### config.mk
export PLATFORM = sky130hd
export DESIGN_NAME = mips_run_ctrl
export DESIGN_NICKNAME = d
export VERILOG_FILES = /design/src/rtl/mips_run_pkg.sv /design/src/rtl/mips_run_ctrl_halt_detect.sv /design/src/rtl/mips_run_ctrl.sv
export SDC_FILE = /design/constraint.sdc
export NUM_CORES = 1
export LEC_CHECK = 0
export CAP_MARGIN = 20
export CORE_MARGIN = 8
export CORE_UTILIZATION = 40
export CTS_CLUSTER_DIAMETER = 50
export DETAILED_ROUTE_END_ITERATION = 12
export GPL_ROUTABILITY_DRIVEN = 0
export PLACE_DENSITY = 0.78
export SLEW_MARGIN = 20
export SYNTH_ARGS = -nofsm -noshare
export SYNTH_HDL_FRONTEND = slang
export SYNTH_SLANG_ARGS = --single-unit
### constraint.sdc
create_clock -name clk -period 3.9 [get_ports clk]
set_input_delay 0.39 -clock clk [delete_from_list [all_inputs] [get_ports clk]]
set_output_delay 0.39 -clock clk [all_outputs]
set_load 0.02 [all_outputs]
### src/rtl/mips_run_pkg.sv
// Shared encodings for the mips run controller: FSM states and run modes.
package mips_run_pkg;

    typedef enum logic [2:0] {
        IDLE      = 3'd0,
        RST_HOLD  = 3'd1,
        RUN       = 3'd2,
        STEP_WAIT = 3'd3,
        STEP_EXEC = 3'd4,
        HALT      = 3'd5
    } run_state_e;

    localparam logic [1:0] MODE_FREE = 2'd0;
    localparam logic [1:0] MODE_STEP = 2'd1;
    localparam logic [1:0] MODE_BP   = 2'd2;

endpackage

### src/rtl/mips_run_ctrl_halt_detect.sv
// Halt detection: tracks the previous PC and a same-PC run length, and
// flags breakpoint, stall (self-loop) and cycle-budget timeout conditions.
// All flags are qualified by the core enable so they only fire on cycles
// the core actually executed.
module halt_detect
    import mips_run_pkg::*;
#(
    parameter int PC_W      = 32,
    parameter int CNT_W     = 32,
    parameter int STALL_CYC = 4,
    parameter int MAX_CYC   = 10000
) (
    input  logic             clk_i,
    input  logic             rst_i,
    input  logic             clr_i,
    input  logic             en_i,
    input  logic [1:0]       mode_i,
    input  logic [PC_W-1:0]  pc_i,
    input  logic [PC_W-1:0]  bp_addr_i,
    input  logic [CNT_W-1:0] cnt_nxt_i,
    output logic             halt_bp_o,
    output logic             halt_stall_o,
    output logic             halt_to_o
);

    localparam int SW = (STALL_CYC > 2) ? $clog2(STALL_CYC) : 1;
    localparam logic [SW-1:0]    STALL_LIM = SW'(STALL_CYC - 2);
    localparam logic [CNT_W-1:0] MAX_C     = CNT_W'(MAX_CYC);

    logic [PC_W-1:0] prev_pc_q;
    logic [SW-1:0]   stall_q;
    logic            pc_same;

    assign pc_same = (pc_i == prev_pc_q);

    // PC history and same-PC run length; only advance on executed cycles
    always_ff @(posedge clk_i or posedge rst_i) begin
        if (rst_i) begin
            prev_pc_q <= '0;
            stall_q   <= '0;
        end else if (clr_i) begin
            prev_pc_q <= '0;
            stall_q   <= '0;
        end else if (en_i) begin
            prev_pc_q <= pc_i;
            stall_q   <= pc_same ? stall_q + 1'b1 : '0;
        end
    end

    assign halt_bp_o    = en_i && (mode_i == MODE_BP) && (pc_i == bp_addr_i);
    // stall_q counts repeats already seen; this cycle's match makes STALL_CYC samples
    assign halt_stall_o = en_i && pc_same && (stall_q == STALL_LIM);
    assign halt_to_o    = en_i && (cnt_nxt_i == MAX_C);

endmodule

### src/rtl/mips_run_ctrl.sv
// Run controller for the mips core: sequences core reset, gates execution
// via a clock enable in free-run / single-step / run-to-breakpoint modes,
// counts executed cycles and freezes the core when a halt is detected.
module mips_run_ctrl
    import mips_run_pkg::*;
#(
    parameter int PC_W      = 32,
    parameter int CNT_W     = 32,
    parameter int RST_CYC   = 2,
    parameter int STALL_CYC = 4,
    parameter int MAX_CYC   = 10000
) (
    input  logic             clk,
    input  logic             pc_rst,
    input  logic             start,
    input  logic [1:0]       mode,
    input  logic             step_req,
    input  logic [PC_W-1:0]  bp_addr,
    input  logic [PC_W-1:0]  pc,
    output logic             cpu_rst,
    output logic             cpu_en,
    output logic [CNT_W-1:0] cycle_cnt,
    output logic [2:0]       state,
    output logic             halted,
    output logic             timeout,
    output logic [PC_W-1:0]  halt_pc
);

    localparam int HW = $clog2(RST_CYC + 1);
    localparam logic [HW-1:0] HOLD_LAST = HW'(RST_CYC - 1);

    run_state_e      state_q;
    logic [HW-1:0]   hold_q;
    logic            step_q;
    logic [CNT_W-1:0] cnt_q, cnt_d;
    logic            halted_q, timeout_q;
    logic [PC_W-1:0] halt_pc_q;

    logic launch, en, step_rise;
    logic halt_bp, halt_stall, halt_to, pc_halt;

    assign en        = (state_q == RUN) || (state_q == STEP_EXEC);
    assign launch    = start && ((state_q == IDLE) || (state_q == HALT));
    assign step_rise = step_req && !step_q;
    assign cnt_d     = (&cnt_q) ? cnt_q : cnt_q + 1'b1;
    assign pc_halt   = halt_bp || halt_stall;

    halt_detect #(
        .PC_W(PC_W), .CNT_W(CNT_W), .STALL_CYC(STALL_CYC), .MAX_CYC(MAX_CYC)
    ) u_halt (
        .clk_i        (clk),
        .rst_i        (pc_rst),
        .clr_i        (launch),
        .en_i         (en),
        .mode_i       (mode),
        .pc_i         (pc),
        .bp_addr_i    (bp_addr),
        .cnt_nxt_i    (cnt_d),
        .halt_bp_o    (halt_bp),
        .halt_stall_o (halt_stall),
        .halt_to_o    (halt_to)
    );

    // Step request edge detector: a held request grants a single step
    always_ff @(posedge clk or posedge pc_rst) begin
        if (pc_rst) step_q <= 1'b0;
        else        step_q <= step_req;
    end

    // Run FSM with reset hold, cycle counter and halt capture
    always_ff @(posedge clk or posedge pc_rst) begin
        if (pc_rst) begin
            state_q   <= IDLE;
            hold_q    <= '0;
            cnt_q     <= '0;
            halted_q  <= 1'b0;
            timeout_q <= 1'b0;
            halt_pc_q <= '0;
        end else begin
            if (en) cnt_q <= cnt_d;
            case (state_q)
                IDLE, HALT: begin
                    if (start) begin
                        state_q   <= RST_HOLD;
                        hold_q    <= '0;
                        cnt_q     <= '0;
                        halted_q  <= 1'b0;
                        timeout_q <= 1'b0;
                        halt_pc_q <= '0;
                    end
                end
                RST_HOLD: begin
                    hold_q <= hold_q + 1'b1;
                    if (hold_q == HOLD_LAST)
                        state_q <= (mode == MODE_STEP) ? STEP_WAIT : RUN;
                end
                STEP_WAIT: begin
                    if (step_rise) state_q <= STEP_EXEC;
                end
                RUN, STEP_EXEC: begin
                    if (pc_halt || halt_to) begin
                        state_q   <= HALT;
                        halt_pc_q <= pc;
                        halted_q  <= pc_halt;
                        timeout_q <= !pc_halt;
                    end else if (state_q == STEP_EXEC) begin
                        state_q <= STEP_WAIT;
                    end
                end
                default: state_q <= IDLE;
            endcase
        end
    end

    assign cpu_rst   = (state_q == IDLE) || (state_q == RST_HOLD);
    assign cpu_en    = en;
    assign cycle_cnt = cnt_q;
    assign state     = state_q;
    assign halted    = halted_q;
    assign timeout   = timeout_q;
    assign halt_pc   = halt_pc_q;

endmodule

## Yosys cells after proc, flatten, opt, wreduce, memory -nomap -nowiden

Index checks and enable logic that the tools add are counted.

- Add/subtract/negate cells: 3
- Equality and inequality tests: 17
- Mux-type cells: 26
- Reduce and logical (&&, ||, !) cells: 24

Operators with widths:

| kind | count |
|---|---|
| $mux 32 | 8 |
| $eq 32x32->1 | 2 |
| $pmux 32 s2 | 1 |
| $add 32x1->32 const B | 1 |
| $eq 32x14->1 const B | 1 |
| $reduce_and 32->1 | 1 |
| $mux 3 | 5 |
| $pmux 3 s4 | 1 |
| $mux 2 | 4 |
| $ne 2x2->1 const B | 4 |
| $logic_and 1x1->1 | 7 |
| $eq 3x2->1 const B | 2 |
| $eq 3x3->1 const B | 2 |
| $reduce_bool 2->1 | 3 |
| $logic_or 1x1->1 | 5 |
| $add 2x1->2 const B | 2 |
| $eq 2x1->1 const B | 2 |
| $eq 2x2->1 const B | 2 |
| $mux 1 | 4 |
| $pmux 1 s2 | 2 |
| $pmux 2 s2 | 1 |
| $reduce_and 4->1 | 1 |
| $reduce_or 2->1 | 2 |
| $eq 3x1->1 const B | 1 |
| 5 further kinds | 6 |

- Bits in registers: 106
- Word-level logic and storage cells: 79

## Depth between registers and ports, before layout

- Depth after elaboration: 8
- Mapped depth: 13

## Modules after synthesis

Synthesis repeated with hierarchy kept, for this count alone.

- Cell total of the unflattened synthesis: 639
- Area total of the unflattened synthesis: 6,304.8 um^2

By module, submodules not included:

| module | times used | cells an instance | area an instance (um^2) | seq. area each (um^2) |
|---|---|---|---|---|
| mips_run_ctrl | 1 | 413 | 4,071.4 | 1,801.7 |
| halt_detect | 1 | 226 | 2,233.4 | 850.8 |

## Worst setup path before layout

No wires, ideal clock.

- Kind: flip-flop to flip-flop
- Start point: register cnt_q[0] (netlist: cycle_cnt[0])
- End point: register halt_pc_q[0] (netlist: halt_pc[0])
- Library setup time: 0.121 ns
- Arrival: 2.840 ns
- Required time: 3.779 ns
- Setup slack: 0.939 ns
- Stages on the path, launching flop included: 13
- Cells stage by stage: dfrtp_1 > ha_1 > nand4_1 > and4bb_4 > and3_1 > buf_6 > or3_4 > or3b_1 > a21oi_2 > and4_4 > nor2_2 > buf_6 > a22o_1

- Longest elaborated chain between the ends: 7

Ends and longest elaborated chain:

| item | RTL line | text |
|---|---|---|
| start, declared | mips_run_ctrl.sv:35 | `logic [CNT_W-1:0] cnt_q, cnt_d;` |
| start signal, assigned | mips_run_ctrl.sv:80 | `if (en) cnt_q <= cnt_d;` |
| $add 32x1->32 or $reduce_and 32->1 (tied branches) | mips_run_ctrl.sv:45 | `assign cnt_d = (&cnt_q) ? cnt_q : cnt_q + 1'b1;` |
| $mux 32 (*) | mips_run_ctrl.sv:45 |  |
| $eq 32x14->1 (*) | mips_run_ctrl_halt_detect.sv:53 | `assign halt_to_o = en_i && (cnt_nxt_i == MAX_C);` |
| $logic_and 1x1->1 (*) | mips_run_ctrl_halt_detect.sv:53 |  |
| $logic_or 1x1->1 (*) | mips_run_ctrl.sv:101 | `if (pc_halt \|\| halt_to) begin` |
| $ne 2x2->1 (no source line) (*) | n/a |  |
| $reduce_and 3->1 (no source line) (*) | n/a |  |
| end signal, assigned | mips_run_ctrl.sv:103 | `halt_pc_q <= pc;` |
| end, declared | mips_run_ctrl.sv:37 | `logic [PC_W-1:0] halt_pc_q;` |

Mark *: on every way between the ends. The rest lies on a longest branch, timed or not.
A chain may end at the register's enable or synchronous reset.

## Final worst setup path

- Start point: register cnt_q[0] (netlist: cycle_cnt[0])
- End point: register halt_pc_q[16] (netlist: halt_pc[16])

Same word-level chain as after synthesis.

==> qor.yml <==
outcome: "finished, final reports clean"
insertion_delay_ns: 0.35
leakagePower_nw: 3.23
async_reset_ff_share_pct: 100
timing.fmax_mhz: 295
setup_slack_ns: 0.505
port_buffers: 140
synth_top_area_share_pct: 42.9
wl_um: 18100
area_growth_syn_to_layout_pct: 28.2
ctsRootBufferMaster: "clkbuf_16"
final_common_cell: "clkdlybuf4s50_1"
synth_edf_count: 0
cp.arrival_ns: 3.68
fin_crit_sh_pct: 87.0
whs_ns: 0.499
period_needed_ns: 3.39
report.final.hold_viol_count: 0
antenna_found_initial: 0
yosysWarnings: 0
die-height_um: 140
preCtsSetupSlack_ns: 0.560
ctsHtreeMaxLevel: 3
slew_violations: 0
register_area_mm2: 0.00265
ios: 141
final_area_mm2: 0.00792
grt_use_total_pct: 18.6
grt_max_degree: 69
setup_tns_ns: 0
rsz0062_at_grt: "false"
initial_core_util_pct: 40.8
syn_area_mm2: 0.00618
cts_sinks: 106
ant_nets: 0
power_density_mw_per_mm2: 481
avgSynthCellArea_um2: 8.96
die_width_um: 140
yosysTopAreaCell: "dfrtp_1"
worstPathRequired_ns: 4.19
place_area_mm2: 0.00762
cp_max_fo: 23
critPathKind: "flop to flop"
drive_gt1_share_pct: 6.19
holdCritPathClass: "flop to flop"
grt_pass1_vias: 5498
clock_path_buffers: 2
grt_pass1_wl_um: 29600
num_vias: 5587
wl_per_cell_um: 18.2
route.detailed.drc: 0
tightest_slew_ns: 0.745
cts_resized: 0
cts_tree: "yes"
post-cts-setup-buffers: 0
synth-main-ff-cell: "dfrtp_1"
p_total_mw: 3.81
syn-num-nets: 763
dieArea_mm2: 0.0197
antennaDiodeCount: 0
multi_input_area_mm2: 0.00322
cap_violations: 0
synth_area_leaders: "dfrtp_1 (43%), nand2_1 (6.0%), xor2_1 (6.0%)"
slew_headroom_pct: 50.3
cts.clk_slew.worst_paths_ns: 0.07
finClkSkew_ns: 0.0125
fillCellCount: 1363
numCtsBuffers: 9
core_area_mm2: 0.0151
std_cell_rows: 45
synth_seq_cells: 106
dp_hpwl_um: 13500
final_net_count: 876
ctsHoldBuffers: 0
ys_types: 65
overflow: 0
peakVddDrop_uv: 392
syn_inst: 690
cp-start-kind: "flop"
ys_seq_area_share_pct: 42.9
setup_viol: 0
end_kind: "flop"
routed_via_density: 5.61
layout_common_cells: "clkdlybuf4s50_1 (140), dfrtp_1 (106), nand2_1 (99), a21oi_1 (53), nor2_1 (52)"
drt_first_pass_iters: 5
drtIter0Drc: 474
-- worst max-delay path, stage by stage, from the launching register on --
cell,delay [ns]
dfrtp_1,0.48
ha_1,0.29
nand4_1,0.16
and4bb_4,0.47
nand4_1,0.24
mux2i_1,0.17
o21ai_0,0.30
a211oi_2,0.08
and4_4,0.22
nor2_2,0.37
buf_4,0.35
a22o_1,0.19
-- state kept, by name (all words and copies together), names as in the netlist, 2 cells and up --
signal            cells
cycle_cnt            32
hold_q                2
halt_pc              32
u_halt.prev_pc_q     32
u_halt.stall_q        2
state                 3
-- area by class of cell --
cell class / instances / share of cell area, %
Clock buffer: 13 / 3.41
Clock inverter: 3 / 0.363
Inverter: 13 / 0.648
Multi-Input combinational cell: 525 / 40.7
Sequential cell: 106 / 33.5
Tap cell: 188 / 2.97
Timing Repair Buffer: 148 / 18.4
-- metrics by stage --
| stage | util [%] | cells |
|---|---|---|
| 5_1_grt | 52.3 | 996 |
| 2_1_floorplan | - | 690 |
| 3_5_place_dp | 50.3 | 980 |
| 3_3_place_gp | 50.3 | 980 |
| 6_report | 52.3 | 996 |
| 4_1_cts | 52.3 | 996 |
-- cell usage after synthesis, types with 4 or more instances --
master	number
nor4_1	15
nor2_1	52
clkbuf_1	22
a21o_1	4
buf_2	9
a22o_1	34
buf_6	10
nor2b_1	4
and4_4	4
inv_1	11
o22ai_1	4
o21ai_0	47
dfrtp_1	106
o31ai_1	10
xor2_1	42
xnor2_1	27
nand3_1	17
mux2i_1	5
nand4_1	23
nand2_1	99
a31oi_1	7
nor3_1	7
nand2b_1	5
a21oi_1	53
nor3b_1	4
and2_1	5
and3_1	8
a211oi_1	4
-- layer usage --
metal | wire [um] | track usage, %
met2 | 8530 | 29.0
met4 | 469 | 8.00
met5 | 0 | 0
met1 | 8140 | 24.7
met3 | 1010 | 3.67
-- cell families (layout without fill, tap and decap cells) --
family                   Yosys count  after routing  share of synthesized area, %
adder cells (fa/ha/maj)            3              3                         0.607
AND/OR/NAND/NOR                  261            261                          21.1
XOR/XNOR                          69             69                          9.78
buffers and inverters             59            177                          5.12
flip-flops                       106            106                          42.9
AO/OA/AOI/OAI                    186            186                          19.5
multiplexers                       6              6                         0.992
-- where the power goes --
| part | total (mW) | switching [mW] | leakage [nW] | internal, mW |
|---|---|---|---|---|
| clock network | 0.903 | 0.408 | 0.148 | 0.494 |
| registers | 1.43 | 0.173 | 1.44 | 1.26 |
| logic | 1.47 | 0.910 | 1.64 | 0.563 |
-- worst paths after layout --
| path | startpoint | end | slack, ns | cells past startpoint |
|---|---|---|---|---|
| min in group asynchronous | pc_rst | cycle_cnt[11]$_DFF_PP0_ | 0.51 | 2 |
| setup / recovery | cycle_cnt[0]$_DFF_PP0_ | halt_pc[16]$_DFFE_PP0P_ | 0.51 | 11 |
| max in group asynchronous | pc_rst | cycle_cnt[20]$_DFF_PP0_ | 2.53 | 3 |
| hold / removal | halt_pc[1]$_DFFE_PP0P_ | halt_pc[1]$_DFFE_PP0P_ | 0.50 | 1 |
| setup reg to reg | cycle_cnt[0]$_DFF_PP0_ | halt_pc[16]$_DFFE_PP0P_ | 0.51 | 11 |
| hold reg to reg | halt_pc[1]$_DFFE_PP0P_ | halt_pc[1]$_DFFE_PP0P_ | 0.50 | 1 |
No activity file was read; power rests on OpenSTA's default activity.
